==> src/rtl/lif_cfg_pkg.sv <==
// Shared definitions for the lif_neuron configuration loader: FSM states,
// error codes, B1 field positions and the default frame header.
package lif_cfg_pkg;

  typedef enum logic [2:0] {
    IDLE    = 3'd0,
    GET_W   = 3'd1,
    GET_MIN = 3'd2,
    GET_MAX = 3'd3,
    GET_CK  = 3'd4,
    APPLY   = 3'd5
  } cfg_state_t;

  localparam logic [1:0] ERR_NONE     = 2'd0;
  localparam logic [1:0] ERR_CHECKSUM = 2'd1;
  localparam logic [1:0] ERR_RANGE    = 2'd2;
  localparam logic [1:0] ERR_TIMEOUT  = 2'd3;

  // B1 packs {weight_a, weight_b, leak}
  localparam int WA_MSB = 7;
  localparam int WA_LSB = 5;
  localparam int WB_MSB = 4;
  localparam int WB_LSB = 2;
  localparam int LK_MSB = 1;
  localparam int LK_LSB = 0;

  localparam logic [7:0] HEADER_DEF = 8'hA5;

endpackage

==> src/rtl/lif_config_loader.sv <==
// Byte-serial frame loader that validates a parameter packet and applies it
// atomically to one lif_neuron, sequencing re-init and enable around the update.
module lif_config_loader
  import lif_cfg_pkg::*;
#(
  parameter logic [7:0] HEADER         = HEADER_DEF,
  parameter int         TIMEOUT_CYCLES = 16,
  parameter logic [7:0] DEF_THR_MIN    = 8'd16,
  parameter logic [7:0] DEF_THR_MAX    = 8'd64
) (
  input  logic       clk,
  input  logic       reset_n,
  input  logic [7:0] byte_in,
  input  logic       byte_valid,
  output logic       byte_ready,
  input  logic       run_en,
  output logic [2:0] weight_a_out,
  output logic [2:0] weight_b_out,
  output logic [1:0] leak_cfg_out,
  output logic [7:0] thr_min_out,
  output logic [7:0] thr_max_out,
  output logic       params_ready,
  output logic       neuron_reset,
  output logic       neuron_enable,
  output logic       err_sticky,
  output logic [1:0] err_code,
  output logic [3:0] err_count
);

  localparam int TW = $clog2(TIMEOUT_CYCLES + 1);
  localparam logic [TW-1:0] TCNT_LAST = TW'(TIMEOUT_CYCLES - 1);

  cfg_state_t    state, state_next;
  logic [7:0]    sh_w, sh_min, sh_max;
  logic [TW-1:0] tcnt, tcnt_next;
  logic          cfg_valid;
  logic          take, in_frame;
  logic          ld_w, ld_min, ld_max, clr_shadow, apply, err_hit;
  logic [1:0]    err_val;

  assign byte_ready    = (state != APPLY);
  assign take          = byte_valid && byte_ready;
  assign in_frame      = (state == GET_W) || (state == GET_MIN) ||
                         (state == GET_MAX) || (state == GET_CK);
  assign neuron_reset  = (state == APPLY);
  // The neuron sees not-ready during the re-init cycle even when a config exists
  assign params_ready  = cfg_valid && (state != APPLY);
  assign neuron_enable = run_en && params_ready;

  always_ff @(posedge clk or negedge reset_n) begin
    if (!reset_n) state <= IDLE;
    else          state <= state_next;
  end

  always_comb begin
    state_next = state;
    tcnt_next  = tcnt;
    ld_w       = 1'b0;
    ld_min     = 1'b0;
    ld_max     = 1'b0;
    clr_shadow = 1'b0;
    apply      = 1'b0;
    err_hit    = 1'b0;
    err_val    = ERR_NONE;
    unique case (state)
      IDLE:    if (take && byte_in == HEADER) state_next = GET_W;
      GET_W:   if (take) begin ld_w = 1'b1;   state_next = GET_MIN; end
      GET_MIN: if (take) begin ld_min = 1'b1; state_next = GET_MAX; end
      GET_MAX: if (take) begin ld_max = 1'b1; state_next = GET_CK;  end
      GET_CK: begin
        if (take) begin
          if (byte_in != (sh_w ^ sh_min ^ sh_max)) begin
            err_hit    = 1'b1;
            err_val    = ERR_CHECKSUM;
            state_next = IDLE;
          end else if (sh_min > sh_max) begin
            err_hit    = 1'b1;
            err_val    = ERR_RANGE;
            state_next = IDLE;
          end else begin
            state_next = APPLY;
          end
        end
      end
      APPLY: begin
        apply      = 1'b1;
        state_next = IDLE;
      end
      default: state_next = IDLE;
    endcase
    // Inter-byte watchdog: the last idle cycle of the budget aborts the frame
    if (!in_frame || take) begin
      tcnt_next = '0;
    end else if (tcnt == TCNT_LAST) begin
      tcnt_next  = '0;
      err_hit    = 1'b1;
      err_val    = ERR_TIMEOUT;
      clr_shadow = 1'b1;
      state_next = IDLE;
    end else begin
      tcnt_next = tcnt + 1'b1;
    end
  end

  always_ff @(posedge clk or negedge reset_n) begin
    if (!reset_n) begin
      tcnt         <= '0;
      sh_w         <= '0;
      sh_min       <= '0;
      sh_max       <= '0;
      weight_a_out <= '0;
      weight_b_out <= '0;
      leak_cfg_out <= '0;
      thr_min_out  <= DEF_THR_MIN;
      thr_max_out  <= DEF_THR_MAX;
      cfg_valid    <= 1'b0;
      err_sticky   <= 1'b0;
      err_code     <= ERR_NONE;
      err_count    <= '0;
    end else begin
      tcnt <= tcnt_next;
      if (ld_w)   sh_w   <= byte_in;
      if (ld_min) sh_min <= byte_in;
      if (ld_max) sh_max <= byte_in;
      if (clr_shadow) begin
        sh_w   <= '0;
        sh_min <= '0;
        sh_max <= '0;
      end
      if (apply) begin
        weight_a_out <= sh_w[WA_MSB:WA_LSB];
        weight_b_out <= sh_w[WB_MSB:WB_LSB];
        leak_cfg_out <= sh_w[LK_MSB:LK_LSB];
        thr_min_out  <= sh_min;
        thr_max_out  <= sh_max;
        cfg_valid    <= 1'b1;
        err_sticky   <= 1'b0;
        err_code     <= ERR_NONE;
      end
      if (err_hit) begin
        err_sticky <= 1'b1;
        err_code   <= err_val;
        if (err_count != 4'd15) err_count <= err_count + 4'd1;
      end
    end
  end

endmodule

==> config.mk <==
export PLATFORM = sky130hd
export DESIGN_NAME = lif_config_loader
export DESIGN_NICKNAME = d
export VERILOG_FILES = /design/src/rtl/lif_cfg_pkg.sv /design/src/rtl/lif_config_loader.sv
export SDC_FILE = /design/constraint.sdc
export NUM_CORES = 1
export LEC_CHECK = 0
export ABC_AREA = 1
export CAP_MARGIN = 20
export CORE_MARGIN = 2
export CORE_UTILIZATION = 55
export CTS_CLUSTER_SIZE = 16
export DETAILED_ROUTE_END_ITERATION = 10
export PLACE_DENSITY_LB_ADDON = 0.15
export REMOVE_ABC_BUFFERS = 1
export SLEW_MARGIN = 5
export SYNTH_ARGS = -nofsm -noshare
export SYNTH_HDL_FRONTEND = slang
export SYNTH_SLANG_ARGS = --single-unit
==> constraint.sdc <==
create_clock -name clk -period 1.8 [get_ports clk]
set_clock_uncertainty 0.1 [all_clocks]
set_input_delay 0.54 -clock clk [delete_from_list [all_inputs] [get_ports clk]]
set_output_delay 0.54 -clock clk [all_outputs]
set_load 0.05 [all_outputs]
==> results of run 1 <==
-- final cells by class --
class                           count  area, um2  share of cell area [%]
Clock buffer                       12        135                    2.64
Clock inverter                      4       45.0                   0.881
Inverter                           50        198                    3.86
Multi-Input combinational cell    310       1790                    35.1
Sequential cell                    64       1610                    31.4
Tap cell                           75       93.8                    1.83
Timing Repair Buffer              100       1240                    24.3
-- routing by layer --
| metal | share of wire [%] | track usage [%] |
|---|---|---|
| met4 | 8.8 | 16.2 |
| met1 | 34 | 35.2 |
| met2 | 48 | 51.1 |
| met3 | 9.6 | 5.49 |
| met5 | 0 | 0 |
-- metrics by stage --
stage | setup WS [ps] | instances
2_1_floorplan | -663 | 423
3_3_place_gp | -415 | 579
3_5_place_dp | -484 | 579
4_1_cts | -202 | 604
5_1_grt | -290 | 615
6_report | -250 | 615
-- critical path: stages, from the launching register on --
cell and delay [ps]:
dfrtp_1 410, nor3_4 260, buf_4 170, inv_2 70, buf_12 150
-- cell families after synthesis --
family | count (synthesis) | synth area share [%]
AOI/OAI and AO/OA | 50 | 7.79
xor gates and xnor gates | 3 | 0.790
adders and majority gates | 10 | 3.76
buffers and inverters | 57 | 7.15
DFF | 64 | 48.2
and+or+nand+nor | 246 | 32.3
-- cell usage after synthesis (2+ instances only) --
| cell | number | area [um2] |
|---|---|---|
| nand2_1 | 167 | 627 |
| dfrtp_1 | 62 | 1550 |
| nor2_1 | 32 | 120 |
| inv_1 | 27 | 101 |
| o21ai_1 | 27 | 135 |
| inv_2 | 22 | 82.6 |
| nand3_1 | 21 | 105 |
| o21ai_0 | 15 | 75.1 |
| ha_1 | 10 | 125 |
| a21oi_1 | 5 | 25.0 |
| buf_2 | 5 | 25.0 |
| nor2_2 | 5 | 31.3 |
| nand4_1 | 3 | 18.8 |
| nor2_4 | 3 | 33.8 |
| nor3_1 | 3 | 15.0 |
| buf_6 | 2 | 22.5 |
| dfstp_2 | 2 | 52.6 |
| nand2_4 | 2 | 22.5 |
| nand3_2 | 2 | 20.0 |
| nor3b_1 | 2 | 15.0 |
| nor4_1 | 2 | 12.5 |
| xor2_1 | 2 | 17.5 |
-- state kept, by name (all words and copies together), names as in the netlist --
signal / flops
thr_max_out: 8
weight_b_out: 3
weight_a_out: 3
err_code: 2
state: 3
sh_max: 8
tcnt: 5
sh_w: 8
err_sticky: 1
sh_min: 8
thr_min_out: 8
leak_cfg_out: 2
err_count: 4
cfg_valid: 1
-- path summary, 6_finish.rpt --
check / to / slack (ps) / depth (start not counted)
setup / recovery: byte_ready / -250 / 4
hold / removal: sh_max[6] / 30 / 1
setup reg to reg: err_count[0] / -200 / 13
hold reg to reg: tcnt[0] / 380 / 1
max in group asynchronous: sh_w[1] / 1050 / 2
min in group clk: tcnt[0] / 380 / 1
-- report_power, final --
group | switching [mW] | leakage [nW] | total (mW) | internal [mW]
Combinational | 3.25 | 1.61 | 5.67 | 2.42
Sequential | 0.570 | 0.832 | 2.56 | 1.99
Clock | 0.575 | 0.0941 | 1.21 | 0.634
-- what timing repair did --
action / CTS / global route
gates resized for setup: 33 / 58
hold buffers: 0 / 0
endpoints found under the setup margin: 15 / 42
buffers inserted: 9 / 11
pin swaps: 10 / 24
gates cloned: 0 / 1
==> metrics.cfg, run 1 <==
[run_status]
status=finished, violations left
violations=negative setup slack

[logic_synthesis]
synth_edf_count=0
ys_seq_area_share_pct=48.2
ys_seq_elements=64
synth_warnings=0
synth_flop_cell=dfrtp_1
syn-cell-area_um2=3330
ys_types=31
syn_inst=430
postSynthAreaPerCell_um2=7.73
synthArstFlopShare_pct=100

[critical_path]
crit_path_end_kind=output port
start_kind=register
r2r-start=sh_min[1]
worstPathArrival_ps=1410
crit_required_ps=1160
critPathMaxFanout=3
critPathKind=reg -> out
cp-startpoint=state[1]

[clocking]
root_buffer=clkbuf_8
htree_levels=3
cts_made_buffers=9
cts_sinks=64
clk_pin_slew_worst_paths_ps=70
clk_latency_ps=360
cts.path.max_buffers=2
cts_tree=built

[layout]
drive_gt1_share_pct=37.2
n_antenna_cell=0
fin_area_um2=5110
most-common-layout-cells=nand2_1 (149), dfrtp_1 (61), buf_4 (47)
nNetsFinal=557
syn2layout_area_growth_pct=53.8
final_util_pct=86.9
final_common_cell=nand2_1
nFillCells=275

[sta]
tightest_slew_ps=498
final.setup.worst_slack_ps=-250
fmax_mhz=488
final.min_clock_period_ps=2050
finalSetupTns_ps=-2840
slew_headroom_pct=66.8
final-hold-violation-count=0
rsz0062_at_grt=true
whs_ps=34.6
min_period_over_period_pct=114
setup_viol=29
slew_viol_final=0

[global_route]
grt_pass1_wl_um=14800
grt_overflow_total=0
groute.usage.overall_pct=29.7
grt_max_degree=53
antenna_found_initial=0
grt_pass1_vias=3258

[placed_design]
gp_congestion=0.882
port_buffers=46
dp_hpwl_um=5840
dpl_cell_area_um2=4450

[hold_path]
hp-class=in -> async

[pwr]
finalPower_mw=9.45
power.leakage_nw=2.54
ir_drop_mv=1.72
powerDensity_nw_per_um2=1850

[drt]
antenna_left=0
vias_per_cell=6.00
wire_per_inst_um=19.0
first_iter_violations=526
vias=3687
drc=0
dr.pass1.iters=6
drt-total-wl_um=11700

[floorplan]
die_w_um=81.8
pin_count=47
rows=28
fp.coreArea_um2=5890
start_util_pct=56.5
die_area_um2=6680
die_y_um=81.8

[flow_run]
drv_cap=0

Note: power is estimated with default switching activity, not from simulation.
==> inputs of run 2 (changes only) <==
--- a/config.mk
+++ b/config.mk
@@ -9,10 +9,12 @@
 export CAP_MARGIN = 20
 export CORE_MARGIN = 2
 export CORE_UTILIZATION = 55
+export CTS_BUF_LIST = sky130_fd_sc_hd__clkbuf_4 sky130_fd_sc_hd__clkbuf_8 sky130_fd_sc_hd__clkbuf_16
 export CTS_CLUSTER_SIZE = 16
 export DETAILED_ROUTE_END_ITERATION = 10
 export PLACE_DENSITY_LB_ADDON = 0.15
 export REMOVE_ABC_BUFFERS = 1
+export SKIP_LAST_GASP = 1
 export SLEW_MARGIN = 5
 export SYNTH_ARGS = -nofsm -noshare
 export SYNTH_HDL_FRONTEND = slang
==> run 2 against run 1 <==
Against the previous run:
- sequential share of layout area fell by 0.17 points
- die area did not move
- critical endpoint is now err_count[0]
- the flow still finishes with violations (negative setup slack)
- via count rose by 0.33%
==> metrics.cfg, run 2 (same netlist as run 1, synthesis figures left out) <==
[clocking]
cts_hold_buf=0  ; unchanged
clk_pin_slew_worst_paths_ps=80  ; about the same
cts_sinks=64  ; unchanged
cts_tree=built
cts.path.max_buffers=2  ; unchanged
cts_made_buffers=9  ; unchanged
root_buffer=clkbuf_8
htree_levels=3  ; unchanged
clk_latency_ps=360  ; about the same

[run_status]
violations=negative setup slack
status=finished, violations left

[floorplan]
start_util_pct=56.5  ; unchanged
die_w_um=81.8  ; unchanged
die_area_um2=6680  ; unchanged
die_y_um=81.8  ; unchanged
pin_count=47  ; unchanged
fp.coreArea_um2=5890  ; unchanged
rows=28  ; unchanged

[critical_path]
critPathKind=reg -> reg
worstPathArrival_ps=2270  ; +860 ps
critPathMaxFanout=5  ; +2
start_kind=register
crit_slowest_cell=dfrtp_1
crit_required_ps=1960  ; +800 ps
crit_path_max_incr_delay_ps=400  ; about the same
path_cells=buf_4 -> nand2_1 -> inv_1 -> nor2_1 -> nand2_1 -> nand2_1 -> nand2_1 -> nor2_2 -> nand2_2 -> nand3_4 -> nand3_4 -> nand2_4 -> nand2_2 -> nand2_1
crit_family=simple AND/OR/NAND/NOR gates
crit_top_cell=nand2_1
crit_path_end_kind=register
worst-path-buf-inv=2  ; -1

[drt]
drc=0  ; unchanged
first_iter_violations=370  ; -30%
dr.pass1.iters=5  ; -1
vias=3699  ; +0.33%
drt-total-wl_um=11400  ; -2.8%
antenna_left=0  ; unchanged
wire_per_inst_um=18.4  ; -3.1%
vias_per_cell=6.00  ; about the same

[placed_design]
gp_congestion=0.882  ; unchanged
dp_hpwl_um=5840  ; unchanged
dpl_cell_area_um2=4450  ; unchanged
place_inst=579  ; unchanged
port_buffers=46  ; unchanged

[pwr]
ir_drop_mv=1.27  ; -26%
powerDensity_nw_per_um2=1820  ; -1.4%
power.leakage_nw=2.56  ; +0.75%

[sta]
final-hold-violation-count=0  ; unchanged
setup_viol=22  ; -24%
final.setup.worst_slack_ps=-308  ; -58.5 ps
tightest_slew_ps=645  ; +147 ps
fmax_mhz=474  ; -2.8%
slew_headroom_pct=56.6  ; -10 points
rsz0062_at_grt=true
min_period_over_period_pct=117  ; +3.3 points
final.min_clock_period_ps=2110  ; +58.5 ps
slew_viol_final=0  ; unchanged

[global_route]
groute.usage.overall_pct=28.1  ; -1.7 points
grt_overflow_total=0  ; unchanged
grt_pass1_wl_um=14100  ; -5.1%
antenna_found_initial=0  ; unchanged
grt_pass1_vias=3113  ; -4.5%
grt_max_degree=53  ; unchanged

[layout]
fin_area_um2=5140  ; +0.46%
most-common-layout-cells=nand2_1 (151), dfrtp_1 (62), buf_4 (50)
drive_gt1_share_pct=36.9  ; -0.32 points
final_common_cell=nand2_1
instances_no_fill=617  ; +0.33%
n_antenna_cell=0  ; unchanged
nNetsFinal=559  ; +0.36%
syn2layout_area_growth_pct=54.5

[hold_path]
hp-class=in -> async

[flow_run]
drv_cap=0  ; unchanged

[run 2: cell types whose count changed in the layout (fill, tap and decap cells not counted), moves of 2 or more]
cell / before / now
nor2_2: 9 / 5
buf_4: 47 / 50
clkbuf_1: 3 / 0
clkbuf_4: 0 / 3
nand2_2: 18 / 15
nand2_1: 149 / 151
nor2_4: 13 / 16
[run 2: worst paths after layout]
path,startpoint,slack (ps),cells past startpoint,endpoint
max in group asynchronous,reset_n,1020,2,sh_w[1]
setup / recovery,sh_max[5],-310,14,err_count[0]
min in group clk,thr_max_out[6],400,2,thr_max_out[6]
hold reg to reg,thr_max_out[6],400,2,thr_max_out[6]
hold / removal,reset_n,30,1,sh_w[7]
setup reg to reg,sh_max[5],-310,14,err_count[0]
[run 2: metrics by stage]
stage	util (%)	setup slack, ps	setup TNS (ps)	hold slack, ps	power (mW)
2_1_floorplan	-	-663	-7780	144	4.91
3_3_place_gp	75.7	-415	-8760	351	6.63
3_5_place_dp	75.7	-484	-9750	356	6.82
4_1_cts	81.5	-208	-785	53.1	8.34
5_1_grt	87.3	-405	-5030	68.1	9.77
6_report	87.3	-308	-2680	32.4	9.35
[run 2: worst reg2reg max path: cells and delay by family, from the launching register on]
family	cells	cell delay, ps
buffers and inverters	2	210
DFF	1	400
and+or+nand+nor	12	1290
[run 2: per-layer routing]
layer	vias to the layer above	part of all wire, %	track usage, %
met1	1769	37	34.1
met5	-	0	0
met4	0	6.1	14.5
met3	82	8.1	5.16
li1	1575	-	-
met2	273	48	47.6
[run 2: layout make-up]
type                            instances  area [um2]
Sequential cell                        64        1600
Multi-Input combinational cell        309        1780
Fill cell                             270         747
Timing Repair Buffer                  103        1270
Inverter                               50         206
Tap cell                               75        93.8
Clock inverter                          4        45.0
Clock buffer                           12         146
[run 2: repair_timing]
item,CTS,global route
gates resized for setup,28,62
pin swaps,10,31
setup buffers,9,14
setup endpoints to repair,14,39
[run 2: power by group]
| part | internal, mW | switching (mW) | total [mW] |
|---|---|---|---|
| combinational | 2.36 | 3.14 | 5.50 |
| sequential | 1.99 | 0.588 | 2.58 |
| clock | 0.681 | 0.593 | 1.27 |
| total | 5.03 | 4.32 | 9.35 |
==> inputs of run 3 (changes only) <==
==> constraint.sdc (replaced) <==
create_clock -name clk -period 2.2 [get_ports clk]
set_clock_uncertainty 0.1 [all_clocks]
set_input_delay 0.66 -clock clk [delete_from_list [all_inputs] [get_ports clk]]
set_output_delay 0.66 -clock clk [all_outputs]
set_load 0.05 [all_outputs]
==> run 3 against run 2 <==
Against the previous run:
- the flow now finishes without violations
- register-to-register slack improved by 600 ps
- flip-flop and latch count unchanged
- largest cell class is now registers
- largest power group unchanged
- clock-buffer cell count unchanged
- critical path depth decreased by 9
- clock power decreased by 29%
- total power decreased by 38%
- worst setup slack improved by 350 ps
- die area unchanged
- sequential power decreased by 24%
==> metrics.cfg, run 3 (same netlist as run 1, synthesis figures left out) <==
[run_status]
status=finished clean

[pwr]
power.leakage_nw=2.26  ; -12%
ir_drop_mv=0.873  ; -31%
powerDensity_nw_per_um2=1380  ; -24%
finalPower_mw=5.77  ; -38%

[clocking]
clk_pin_slew_worst_paths_ps=70  ; about the same
cts_made_buffers=9  ; unchanged
htree_levels=3  ; unchanged
clk_latency_ps=350  ; about the same
cts_tree=built
cts_hold_buf=0  ; unchanged
cts_sinks=64  ; unchanged
cts.path.max_buffers=2  ; unchanged
root_buffer=clkbuf_8

[layout]
instances_no_fill=588  ; -4.7%
nFillCells=505  ; +87%
most-common-layout-cells=nand2_1 (167), dfrtp_1 (61), buf_4 (59)
n_antenna_cell=0  ; unchanged
regArea_um2=1610  ; about the same
final_util_pct=71.0  ; -16 points
final_common_cell=nand2_1
multiInputGateArea_um2=1490  ; -16%
nNetsFinal=530  ; -5.2%
drive_gt1_share_pct=24.2  ; -13 points
syn2layout_area_growth_pct=25.6

[floorplan]
die_w_um=81.8  ; unchanged
fp.coreArea_um2=5890  ; unchanged
start_util_pct=56.5  ; unchanged
die_area_um2=6680  ; unchanged
rows=28  ; unchanged
die_y_um=81.8  ; unchanged
pin_count=47  ; unchanged

[placed_design]
place_inst=566  ; -2.2%
place_ws_ps=-187  ; +297 ps
gp_congestion=0.916  ; +3.9%
port_buffers=46  ; unchanged
dp_hpwl_um=5200  ; -11%

[global_route]
antenna_found_initial=0  ; unchanged
grt_pass1_wl_um=12200  ; -13%
grt_pass1_vias=2763  ; -11%
grt_overflow_total=0  ; unchanged
groute.usage.overall_pct=24.1  ; -4.0 points
grt_max_degree=65  ; +23%

[critical_path]
r2r_slack_ps=290  ; +600 ps
path_cells=inv_2 -> nor3_4 -> buf_4 -> buf_4 -> buf_12
crit_family=buffers and inverters
crit_top_cell=buf_4
rr_worst_depth=10  ; -4
crit_path_end_kind=output port
worstPathArrival_ps=1400  ; -870 ps
crit_path_max_incr_delay_ps=400  ; about the same
worst-path-buf-inv=4  ; +2
critPathMaxFanout=6  ; +1
critPathKind=reg -> out
crit_required_ps=1440  ; -520 ps
cp_num_cells=5  ; -9
crit_slowest_cell=dfrtp_1
r2r-end=err_count[0]
r2r-start=sh_max[7]
start_kind=register

[drt]
vias_per_cell=5.01  ; -17%
dr.pass1.iters=5  ; unchanged
vias=2943  ; -20%
drc=0  ; unchanged
wire_per_inst_um=12.5  ; -32%
antenna_left=0  ; unchanged
drt-total-wl_um=7330  ; -35%
first_iter_violations=143  ; -61%

[sta]
fmax_mhz=463
rsz0062_at_grt=true
whs_ps=224  ; +191 ps
final-hold-violation-count=0  ; unchanged
slew_headroom_pct=69.3  ; +13 points
tightest_slew_ps=460  ; -185 ps
final.setup.worst_slack_ps=38.0  ; +346 ps
setup_viol=0  ; -100%
min_period_over_period_pct=98.3
slew_viol_final=0  ; unchanged
final.min_clock_period_ps=2160

[hold_path]
hp-class=in -> async

[flow_run]
drv_cap=0  ; unchanged

-- run 3: worst max path at each step --
stage | end | slack [ps] | startpoint
after floorplan | neuron_enable | -380 | state[0]
after global placement | err_count[2] | -130 | byte_in[3]
after detailed placement | err_count[1] | -190 | byte_in[3]
after CTS | neuron_reset | 8 | state[1]
after global routing | neuron_reset | -1 | state[2]
final | neuron_reset | 40 | state[2]
-- run 3: per-stage QoR --
step | setup TNS [ps] | area [um2]
2_1_floorplan | -524 | 3280
3_3_place_gp | -962 | 3960
3_5_place_dp | -1250 | 3960
4_1_cts | 0 | 4160
5_1_grt | -1.10 | 4180
6_report | 0 | 4180
-- run 3: cell type report --
cell class / instances / area share (%)
multi-input cells: 309 / 35.6
repair buffers: 74 / 15.0
clock inverters: 4 / 0.479
inverters: 50 / 4.55
flip-flops and latches: 64 / 38.4
well taps: 75 / 2.25
clock buffers: 12 / 3.65
-- run 3: where the power goes --
part           leakage (nW)  switching (mW)  internal, mW  total [mW]
logic                  1.33            1.92         0.975        2.90
registers             0.832           0.336          1.63        1.97
clock network        0.0967           0.448         0.457       0.905
-- run 3: worst reg2reg max path, cell delays in order (launching register included) --
cell	delay [ps]
dfrtp_1	400
inv_2	70
ha_1	290
nand2_1	80
nor2_1	190
nand4_1	190
nand4_2	160
nand3_2	140
nand2_2	120
nand2_1	60
nand2_1	50
-- run 3: what timing repair did --
item,CTS,global route
buffers inserted,4,2
gates cloned,0,0
pin swaps,1,0
gates resized for setup,2,2
endpoints found under the setup margin,4,4
-- run 3: layer usage --
layer	vias up	share of wire (%)	global-route usage, %
li1	1523	-	-
met1	1346	47	31.3
met2	60	47	38.6
met3	14	4.2	6.26
met4	0	2.0	9.33
met5	-	0	0
